[src/rtl/mem_ctrl_pkg.sv]
// Shared widths, encodings and helpers for the byte-serial memory controller.
package mem_ctrl_pkg;
    localparam int DATA_WIDTH = 32;
    localparam int ADDR_WIDTH = 32;

    localparam logic TRUE  = 1'b1;
    localparam logic FALSE = 1'b0;
    localparam logic [DATA_WIDTH-1:0] ZERO = '0;

    localparam logic [1:0] SIZE_BYTE = 2'd0;
    localparam logic [1:0] SIZE_HALF = 2'd1;
    localparam logic [1:0] SIZE_WORD = 2'd2;

    // Address bits [17:16] of an IO-mapped byte.
    localparam logic [1:0] IO_RANGE = 2'b11;

    typedef enum logic [1:0] {
        IDLE  = 2'd0,
        READ  = 2'd1,
        WRITE = 2'd2,
        DONE  = 2'd3
    } state_e;

    typedef enum logic {
        GRANT_IF  = 1'b0,
        GRANT_LSB = 1'b1
    } grant_e;

    function automatic logic [2:0] byte_count(input logic [1:0] size);
        case (size)
            SIZE_BYTE: return 3'd1;
            SIZE_HALF: return 3'd2;
            SIZE_WORD: return 3'd4;
            default:   return 3'd4;
        endcase
    endfunction
endpackage

[src/rtl/mem_ctrl_if.sv]
// Fetcher, load/store buffer and byte-wide RAM/IO port bundled as one interface.
interface mem_ctrl_if;
    import mem_ctrl_pkg::*;

    logic                  in_flush;
    logic                  in_if_req;
    logic [ADDR_WIDTH-1:0] in_if_pc;
    logic                  out_if_done;
    logic [DATA_WIDTH-1:0] out_if_instr;

    logic                  in_lsb_req;
    logic                  in_lsb_wr;
    logic [1:0]            in_lsb_size;
    logic [ADDR_WIDTH-1:0] in_lsb_addr;
    logic [DATA_WIDTH-1:0] in_lsb_wdata;
    logic                  out_lsb_done;
    logic [DATA_WIDTH-1:0] out_lsb_rdata;

    logic [7:0]            mem_din;
    logic [7:0]            mem_dout;
    logic [ADDR_WIDTH-1:0] mem_a;
    logic                  mem_wr;
    logic                  io_buffer_full;

    modport master (
        output in_flush, in_if_req, in_if_pc,
        input  out_if_done, out_if_instr,
        output in_lsb_req, in_lsb_wr, in_lsb_size, in_lsb_addr, in_lsb_wdata,
        input  out_lsb_done, out_lsb_rdata,
        output mem_din, io_buffer_full,
        input  mem_dout, mem_a, mem_wr
    );

    modport slave (
        input  in_flush, in_if_req, in_if_pc,
        output out_if_done, out_if_instr,
        input  in_lsb_req, in_lsb_wr, in_lsb_size, in_lsb_addr, in_lsb_wdata,
        output out_lsb_done, out_lsb_rdata,
        input  mem_din, io_buffer_full,
        output mem_dout, mem_a, mem_wr
    );
endinterface

[src/rtl/mem_ctrl.sv]
// Shares one byte-wide RAM/IO port between the instruction fetcher and the
// load/store buffer, serialising word/half/byte requests into byte accesses.
module mem_ctrl
    import mem_ctrl_pkg::*;
(
    input  logic      clk,
    input  logic      rst,
    input  logic      rdy,
    mem_ctrl_if.slave bus
);
    state_e                state_q, state_d;
    grant_e                owner_q, owner_d;
    grant_e                last_grant_q, last_grant_d;
    logic [ADDR_WIDTH-1:0] base_q, base_d;
    logic [DATA_WIDTH-1:0] wdata_q, wdata_d;
    logic [DATA_WIDTH-1:0] rbuf_q, rbuf_d;
    logic [2:0]            nbytes_q, nbytes_d;
    logic [2:0]            cnt_q, cnt_d;
    logic [ADDR_WIDTH-1:0] mem_a_q, mem_a_d;
    logic [7:0]            mem_dout_q, mem_dout_d;
    logic                  mem_wr_q, mem_wr_d;
    logic                  if_done_q, if_done_d;
    logic                  lsb_done_q, lsb_done_d;
    logic [DATA_WIDTH-1:0] if_instr_q, if_instr_d;
    logic [DATA_WIDTH-1:0] lsb_rdata_q, lsb_rdata_d;

    logic       if_req_eff, grant_if, grant_lsb, grant_wr;
    logic       io_stall, if_flush;
    logic [2:0] nxt;

    // A flush in IDLE masks the fetcher, so it never counts towards a tie.
    always_comb begin
        if_req_eff = bus.in_if_req & ~bus.in_flush;
        grant_if   = FALSE;
        grant_lsb  = FALSE;
        if (if_req_eff && bus.in_lsb_req) begin
            grant_if  = (last_grant_q == GRANT_LSB);
            grant_lsb = ~grant_if;
        end else begin
            grant_if  = if_req_eff;
            grant_lsb = bus.in_lsb_req;
        end
    end

    assign io_stall = (state_q == WRITE) && (mem_a_q[17:16] == IO_RANGE) && bus.io_buffer_full;
    assign if_flush = bus.in_flush && (owner_q == GRANT_IF) && (state_q == READ || state_q == DONE);
    assign nxt      = cnt_q + 3'd1;

    always_comb begin
        state_d      = state_q;
        owner_d      = owner_q;
        last_grant_d = last_grant_q;
        base_d       = base_q;
        wdata_d      = wdata_q;
        rbuf_d       = rbuf_q;
        nbytes_d     = nbytes_q;
        cnt_d        = cnt_q;
        mem_a_d      = mem_a_q;
        mem_dout_d   = mem_dout_q;
        mem_wr_d     = mem_wr_q;
        if_done_d    = if_done_q;
        lsb_done_d   = lsb_done_q;
        if_instr_d   = if_instr_q;
        lsb_rdata_d  = lsb_rdata_q;
        grant_wr     = grant_lsb & bus.in_lsb_wr;

        if (rdy) begin
            if_done_d  = FALSE;
            lsb_done_d = FALSE;
            case (state_q)
                IDLE: begin
                    if (grant_if || grant_lsb) begin
                        owner_d = grant_if ? GRANT_IF : GRANT_LSB;
                        if (if_req_eff && bus.in_lsb_req) begin
                            last_grant_d = owner_d;
                        end
                        base_d     = grant_if ? bus.in_if_pc : bus.in_lsb_addr;
                        nbytes_d   = grant_if ? 3'd4 : byte_count(bus.in_lsb_size);
                        wdata_d    = bus.in_lsb_wdata;
                        rbuf_d     = ZERO;
                        cnt_d      = 3'd0;
                        mem_a_d    = base_d;
                        mem_wr_d   = grant_wr;
                        mem_dout_d = grant_wr ? bus.in_lsb_wdata[7:0] : mem_dout_q;
                        state_d    = grant_wr ? WRITE : READ;
                    end
                end
                // cnt_q counts issued addresses; byte cnt_q-1 is on mem_din now.
                READ: begin
                    mem_wr_d = FALSE;
                    if (if_flush) begin
                        state_d = IDLE;
                    end else begin
                        if (cnt_q != 3'd0) begin
                            rbuf_d = rbuf_q | (DATA_WIDTH'(bus.mem_din) << {cnt_q - 3'd1, 3'b000});
                        end
                        if (cnt_q == nbytes_q) begin
                            state_d = DONE;
                            if (owner_q == GRANT_IF) begin
                                if_done_d  = TRUE;
                                if_instr_d = rbuf_d;
                            end else begin
                                lsb_done_d  = TRUE;
                                lsb_rdata_d = rbuf_d;
                            end
                        end else begin
                            cnt_d = nxt;
                            if (nxt < nbytes_q) begin
                                mem_a_d = base_q + ADDR_WIDTH'(nxt);
                            end
                        end
                    end
                end
                WRITE: begin
                    if (!io_stall) begin
                        if (nxt == nbytes_q) begin
                            state_d    = DONE;
                            mem_wr_d   = FALSE;
                            lsb_done_d = TRUE;
                        end else begin
                            cnt_d      = nxt;
                            mem_a_d    = base_q + ADDR_WIDTH'(nxt);
                            mem_dout_d = 8'(wdata_q >> {nxt, 3'b000});
                        end
                    end
                end
                DONE: begin
                    state_d  = IDLE;
                    mem_wr_d = FALSE;
                end
                default: state_d = IDLE;
            endcase
        end
    end

    always_ff @(posedge clk or posedge rst) begin
        if (rst) begin
            state_q      <= IDLE;
            owner_q      <= GRANT_IF;
            last_grant_q <= GRANT_LSB;
            base_q       <= ZERO;
            wdata_q      <= ZERO;
            rbuf_q       <= ZERO;
            nbytes_q     <= 3'd0;
            cnt_q        <= 3'd0;
            mem_a_q      <= ZERO;
            mem_dout_q   <= 8'd0;
            mem_wr_q     <= FALSE;
            if_done_q    <= FALSE;
            lsb_done_q   <= FALSE;
            if_instr_q   <= ZERO;
            lsb_rdata_q  <= ZERO;
        end else begin
            state_q      <= state_d;
            owner_q      <= owner_d;
            last_grant_q <= last_grant_d;
            base_q       <= base_d;
            wdata_q      <= wdata_d;
            rbuf_q       <= rbuf_d;
            nbytes_q     <= nbytes_d;
            cnt_q        <= cnt_d;
            mem_a_q      <= mem_a_d;
            mem_dout_q   <= mem_dout_d;
            mem_wr_q     <= mem_wr_d;
            if_done_q    <= if_done_d;
            lsb_done_q   <= lsb_done_d;
            if_instr_q   <= if_instr_d;
            lsb_rdata_q  <= lsb_rdata_d;
        end
    end

    // Stalls and a frozen block must never strobe a write.
    assign bus.mem_wr        = mem_wr_q & rdy & ~io_stall;
    assign bus.mem_a         = mem_a_q;
    assign bus.mem_dout      = mem_dout_q;
    assign bus.out_if_done   = if_done_q & ~bus.in_flush;
    assign bus.out_if_instr  = if_instr_q;
    assign bus.out_lsb_done  = lsb_done_q;
    assign bus.out_lsb_rdata = lsb_rdata_q;
endmodule

[src/flat_wrapper.sv]
// flat-port wrapper written by rule: the top's interface ports become plain ports
module mem_ctrl_flat import mem_ctrl_pkg::*;
  (clk, rst, rdy, bus_in_flush, bus_in_if_req, bus_in_if_pc, bus_out_if_done, bus_out_if_instr, bus_in_lsb_req, bus_in_lsb_wr, bus_in_lsb_size, bus_in_lsb_addr, bus_in_lsb_wdata, bus_out_lsb_done, bus_out_lsb_rdata, bus_mem_din, bus_io_buffer_full, bus_mem_dout, bus_mem_a, bus_mem_wr);
  mem_ctrl_if bus_i ();
  input  logic clk;
  input  logic rst;
  input  logic rdy;
  input wire logic [$bits(bus_i.in_flush)-1:0] bus_in_flush;
  input wire logic [$bits(bus_i.in_if_req)-1:0] bus_in_if_req;
  input wire logic [$bits(bus_i.in_if_pc)-1:0] bus_in_if_pc;
  output wire logic [$bits(bus_i.out_if_done)-1:0] bus_out_if_done;
  output wire logic [$bits(bus_i.out_if_instr)-1:0] bus_out_if_instr;
  input wire logic [$bits(bus_i.in_lsb_req)-1:0] bus_in_lsb_req;
  input wire logic [$bits(bus_i.in_lsb_wr)-1:0] bus_in_lsb_wr;
  input wire logic [$bits(bus_i.in_lsb_size)-1:0] bus_in_lsb_size;
  input wire logic [$bits(bus_i.in_lsb_addr)-1:0] bus_in_lsb_addr;
  input wire logic [$bits(bus_i.in_lsb_wdata)-1:0] bus_in_lsb_wdata;
  output wire logic [$bits(bus_i.out_lsb_done)-1:0] bus_out_lsb_done;
  output wire logic [$bits(bus_i.out_lsb_rdata)-1:0] bus_out_lsb_rdata;
  input wire logic [$bits(bus_i.mem_din)-1:0] bus_mem_din;
  input wire logic [$bits(bus_i.io_buffer_full)-1:0] bus_io_buffer_full;
  output wire logic [$bits(bus_i.mem_dout)-1:0] bus_mem_dout;
  output wire logic [$bits(bus_i.mem_a)-1:0] bus_mem_a;
  output wire logic [$bits(bus_i.mem_wr)-1:0] bus_mem_wr;
  assign bus_i.in_flush = bus_in_flush;
  assign bus_i.in_if_req = bus_in_if_req;
  assign bus_i.in_if_pc = bus_in_if_pc;
  assign bus_out_if_done = bus_i.out_if_done;
  assign bus_out_if_instr = bus_i.out_if_instr;
  assign bus_i.in_lsb_req = bus_in_lsb_req;
  assign bus_i.in_lsb_wr = bus_in_lsb_wr;
  assign bus_i.in_lsb_size = bus_in_lsb_size;
  assign bus_i.in_lsb_addr = bus_in_lsb_addr;
  assign bus_i.in_lsb_wdata = bus_in_lsb_wdata;
  assign bus_out_lsb_done = bus_i.out_lsb_done;
  assign bus_out_lsb_rdata = bus_i.out_lsb_rdata;
  assign bus_i.mem_din = bus_mem_din;
  assign bus_i.io_buffer_full = bus_io_buffer_full;
  assign bus_mem_dout = bus_i.mem_dout;
  assign bus_mem_a = bus_i.mem_a;
  assign bus_mem_wr = bus_i.mem_wr;
  mem_ctrl u_core (.clk(clk), .rst(rst), .rdy(rdy), .bus(bus_i));
endmodule
[config.mk]
export PLATFORM = sky130hd
export DESIGN_NAME = mem_ctrl_flat
export DESIGN_NICKNAME = d
export VERILOG_FILES = /design/src/rtl/mem_ctrl_pkg.sv /design/src/rtl/mem_ctrl_if.sv /design/src/rtl/mem_ctrl.sv /design/src/flat_wrapper.sv
export SDC_FILE = /design/constraint.sdc
export NUM_CORES = 1
export LEC_CHECK = 0
export BUFFER_PORTS_ARGS = -buffer_cell sky130_fd_sc_hd__buf_2
export CELL_PAD_IN_SITES_DETAIL_PLACEMENT = 1
export CELL_PAD_IN_SITES_GLOBAL_PLACEMENT = 1
export CORE_MARGIN = 5
export CORE_UTILIZATION = 40
export CTS_CLUSTER_SIZE = 20
export DETAILED_ROUTE_END_ITERATION = 10
export GPL_ROUTABILITY_DRIVEN = 1
export PLACE_DENSITY_LB_ADDON = 0.1
export SETUP_SLACK_MARGIN = 0.3
export SYNTH_ARGS = -nofsm -noshare
export SYNTH_HDL_FRONTEND = slang
export SYNTH_SLANG_ARGS = --single-unit
[constraint.sdc]
create_clock -name clk -period 20.8 [get_ports clk]
set_clock_uncertainty 0.1 [all_clocks]
set_input_delay 3.12 -clock clk [delete_from_list [all_inputs] [get_ports clk]]
set_output_delay 3.12 -clock clk [all_outputs]
set_load 0.02 [all_outputs]
==> Implementation_results.wiki <==
{| class="wikitable"
! Metric !! Value
|-
| # clock sinks || about 210
|-
| Synth cell count leaders || 212 x dfrtp_1, 109 x a21oi_1, 104 x o21ai_0
|-
| Count of final setup violators || 0
|-
| Number of placed I/O pins || between 200 and 250
|-
| Number of DRC markers in iteration 0 || about 430
|-
| Vias in the first global route || roughly 8600
|-
| Cell variety after synth || 55
|-
| CTS tree || built
|-
| Required time at the endpoint of the critical path || approximately 18000 ps
|-
| Synthesized netlist net count || ~1100
|-
| Max_slew headroom || 0.282
|-
| Reg-to-reg setup timing slack || ~16000 ps
|-
| Total of warnings raised by yosys || 0
|-
| Standard cell with the maximum stage delay on the critical path || and3_1
|-
| Sw Ratio || 0.386
|-
| Largest driver fanout on the critical path || 4
|-
| Placement-stage worst setup slack || between 10000 and 15000 ps
|-
| Sequential share of the synthesized area || 0.527
|-
| Type of the worst setup path || in2out
|-
| Cells after DPL || roughly 1500
|-
| Clock-pin slew on the worst setup and hold paths || ~60 ps
|-
| Total of fill cells in the finished design || 2860
|-
| Cell Int Power || 1.09 mW
|-
| Via-per-instance ratio || about 5.3
|-
| Setup fix buffers added after clock tree synthesis || 0
|-
| Final hold slack || 375 ps
|-
| Remaining DRCs || 0
|-
| Antenna violations before repair || 3
|-
| Post-synthesis to final-layout area growth || 21.2%
|-
| Hold_buf cts || 0
|-
| Ratio of total power to cell area || 145 nW/um^2
|-
| Proportion of netlist area held by the largest area contributor || 0.525
|-
| Die area || 28600 sq um
|-
| Post-Syn Area || ~10000 sq um
|-
| Max-slew violation count || 0
|-
| Global routing usage summed across all routing layers || 0.200
|-
| Rows || 58
|-
| Synthesized netlist cell count || between 900 and 1000
|-
| Final critical path time including I/O delays and setup || between 7000 and 8000 ps
|-
| Post-cts resize count || 0
|-
| Area of the core region || roughly 25000 sq um
|-
| Post-DP Area || approximately 11000 sq um
|-
| Count of H-tree levels built during CTS || 1
|-
| Fraction of power consumed by combinational cells || 0.385
|-
| Total half-perimeter wirelength after legalization and detailed placement || a little over 20000 microns
|-
| Flop and latch count out of synthesis || roughly 210
|-
| Setup_tns || 0 ps
|-
| Cell accounting for the most synthesized area || dfrtp_1
|-
| Crit path top cell by count || buf_2
|-
| Worst vdd rail ir drop || around 0.072 mV
|-
| Worst-path cell chain || buf_2 > nand4_1 > and3_1 > buf_2
|-
| Delay of the slowest cell on the worst path || ~280 ps
|-
| Switching power of the nets || ~0.69 mW
|-
| RSZ-0062 raised after global routing || no
|-
| PortBufs || 220
|-
| Peak clock frequency supported by timing || ~140 MHz
|-
| Outcome || complete, no violations
|-
| Chip width || 169 microns
|-
| Congestion Overflow GR || 0
|-
| Sum of buffers and inverters on the critical path || 2
|-
| Leakage power figure || between 5 and 6 nW
|-
| Max-cap viol count || 0
|-
| Worst hold-check path type || reg2reg
|-
| Post-synth EDFFs || 0
|-
| Transition time of the tightest slew-check pin || 1070 ps
|-
| Die height || 169 microns
|-
| Starting Density || 0.404
|-
| Number of detailed-routing iterations run before antenna repair || 4
|-
| Pin count of the biggest net entering global routing || 106
|-
| Total count of hold-check failures in the final report || 0
|-
| Max Buffers Root-to-Sink || 3
|-
| Biggest area contributors in the synthesized netlist || dfrtp_1 52%, a21oi_1 5.4%, mux2_2 5.2%
|-
| Most common cell in the netlist || dfrtp_1
|-
| Routed Antenna Nets || 0
|-
| Total clock buffers created by CTS || 25
|-
| Dominant register cell in the synthesized netlist || dfrtp_1
|-
| Proportion of layout cells with a drive suffix above 1 || 0.283
|-
| Share of flip-flops with an asynchronous set or reset after synthesis || 1.00
|-
| Wire length of the first global-routing pass || roughly 47000 microns
|-
| Cell class contributing the biggest share of worst-path delay || simple AND/OR/NAND/NOR gates
|-
| Tcrit/Tclk final || 0.338
|-
| Setup crit end kind || output port
|-
| Sequential cell fraction of total power || 0.378
|-
| Share of power burned in the clock network || 0.237
|-
| Vias after detailed routing || between 8000 and 9000
|-
| Final standard cell count with taps included and fillers excluded || roughly 1500
|-
| Critical path data arrival time || ~3800 ps
|-
| Clock Root Buffer || clkbuf_16
|-
| Total detailed-routing wirelength || 29000 microns
|-
| Average instance area after synthesis || 10.2 sq um
|-
| Gp weighted congestion || just over 0.8
|-
| Utilization after layout || 0.490
|-
| Post-route standard cell area excluding fillers || between 10000 and 15000 sq um
|-
| Worst Setup Start Kind || primary input
|-
| Tot Pwr || roughly 1.8 mW
|-
| Insertion delay to the later sink of the worst-skew pair || roughly 510 ps
|-
| Worst Setup Slack, final || 13770 ps
|-
| Post-DR wirelength/cell || ~19 microns
|-
| # nets final || ~1300
|}
==> cells in the final DEF, fill, tap and decap left out, types with 3 or more instances in the layout <==
| cell | n |
|---|---|
| a211oi_1 | 10 |
| a21o_1 | 3 |
| a21oi_1 | 109 |
| a22o_1 | 6 |
| a31o_2 | 5 |
| a31oi_1 | 10 |
| and2_1 | 13 |
| and3_1 | 11 |
| and4_1 | 6 |
| buf_2 | 220 |
| buf_4 | 12 |
| clkbuf_1 | 6 |
| clkbuf_16 | 25 |
| clkbuf_8 | 6 |
| clkinv_2 | 6 |
| dfrtp_1 | 212 |
| ha_1 | 14 |
| inv_1 | 23 |
| mux2_2 | 47 |
| mux2i_1 | 42 |
| mux4_2 | 8 |
| nand2_1 | 86 |
| nand2b_1 | 10 |
| nand3_1 | 16 |
| nand4_1 | 13 |
| nor2_1 | 74 |
| nor2b_1 | 6 |
| nor3_1 | 20 |
| nor4_1 | 7 |
| o2111ai_1 | 3 |
| o21a_1 | 5 |
| o21ai_0 | 104 |
| o2bb2ai_1 | 3 |
| o31ai_1 | 11 |
| or3_1 | 4 |
| xnor2_1 | 10 |
| xor2_1 | 5 |
==> layer usage <==
layer	global-route usage	vias to the layer above	share of wire
li1	-	3911	-
met1	0.283	4031	0.46
met5	0	-	0.00048
met2	0.326	181	0.47
met3	0.0383	34	0.054
met4	0.0392	4	0.016
==> area by class of cell <==
class                   count  area (sq um)  share of cell area
multi-input cells         686          4430               0.361
clock inverters             7          60.1             0.00490
repair buffers            232          1190              0.0972
clock buffers              37           731              0.0596
flip-flops and latches    213          5330               0.435
inverters                  25           101             0.00827
well taps                 330           413              0.0337
diodes                      1          2.50            0.000204
==> final timing paths <==
path,startpoint,end,cells past startpoint
worst min-delay path,u_core.bus.out_lsb_rdata[22]$_DFFE_PP0P_,u_core.bus.out_lsb_rdata[22]$_DFFE_PP0P_,2
worst max register to register,u_core.cnt_q[0]$_DFFE_PP0P_,u_core.bus.mem_a[2]$_DFFE_PP0P_,9
min in group asynchronous,rst,u_core.base_q[22]$_DFFE_PP0P_,2
worst max-delay path,bus_io_buffer_full,bus_mem_wr,4
max in group asynchronous,rst,u_core.bus.out_lsb_done$_DFFE_PP0P_,3
worst min register to register,u_core.bus.out_lsb_rdata[22]$_DFFE_PP0P_,u_core.bus.out_lsb_rdata[22]$_DFFE_PP0P_,2
==> power groups by stage <==
stage | clock network [mW] | registers, mW | logic (mW)
finish | 0.422 | 0.673 | 0.686
global route | 0.451 | 0.693 | 0.762
CTS | 0.434 | 0.674 | 0.701
detailed placement | 0 | 0.680 | 0.698
global placement | 0 | 0.674 | 0.678
floorplan | 0 | 0.722 | 0.429
==> registers in the layout, indices dropped and copies added (netlist names) <==
| signal | cells |
|---|---|
| u_core.base_q | 32 |
| u_core.bus.mem_a | 32 |
| u_core.bus.mem_dout | 8 |
| u_core.bus.out_if_instr | 32 |
| u_core.bus.out_lsb_done | 1 |
| u_core.bus.out_lsb_rdata | 32 |
| u_core.cnt_q | 3 |
| u_core.if_done_q | 1 |
| u_core.last_grant_q | 1 |
| u_core.mem_wr_q | 1 |
| u_core.nbytes_q | 3 |
| u_core.owner_q | 1 |
| u_core.rbuf_q | 32 |
| u_core.state_q | 2 |
| u_core.wdata_q | 32 |
==> cells by family (layout without fill, tap and decap cells) <==
| kind of cell | count (synthesis) | after routing | synth area share |
|---|---|---|---|
| DFF | 213 | 213 | 0.527 |
| adders and majority gates | 15 | 15 | 0.0193 |
| xor gates and xnor gates | 15 | 15 | 0.0130 |
| other | 0 | 1 | 0 |
| buffers and inverters | 90 | 301 | 0.0369 |
| muxes | 97 | 97 | 0.112 |
| AOI/OAI and AO/OA | 279 | 279 | 0.157 |
| and+or+nand+nor | 280 | 280 | 0.135 |
==> tightest hold or removal path: stages (launching register included) <==
cell     delay, ps
dfrtp_1        340
nand2_1         50
o21ai_0         60
Note: power is estimated with default switching activity, not from simulation.
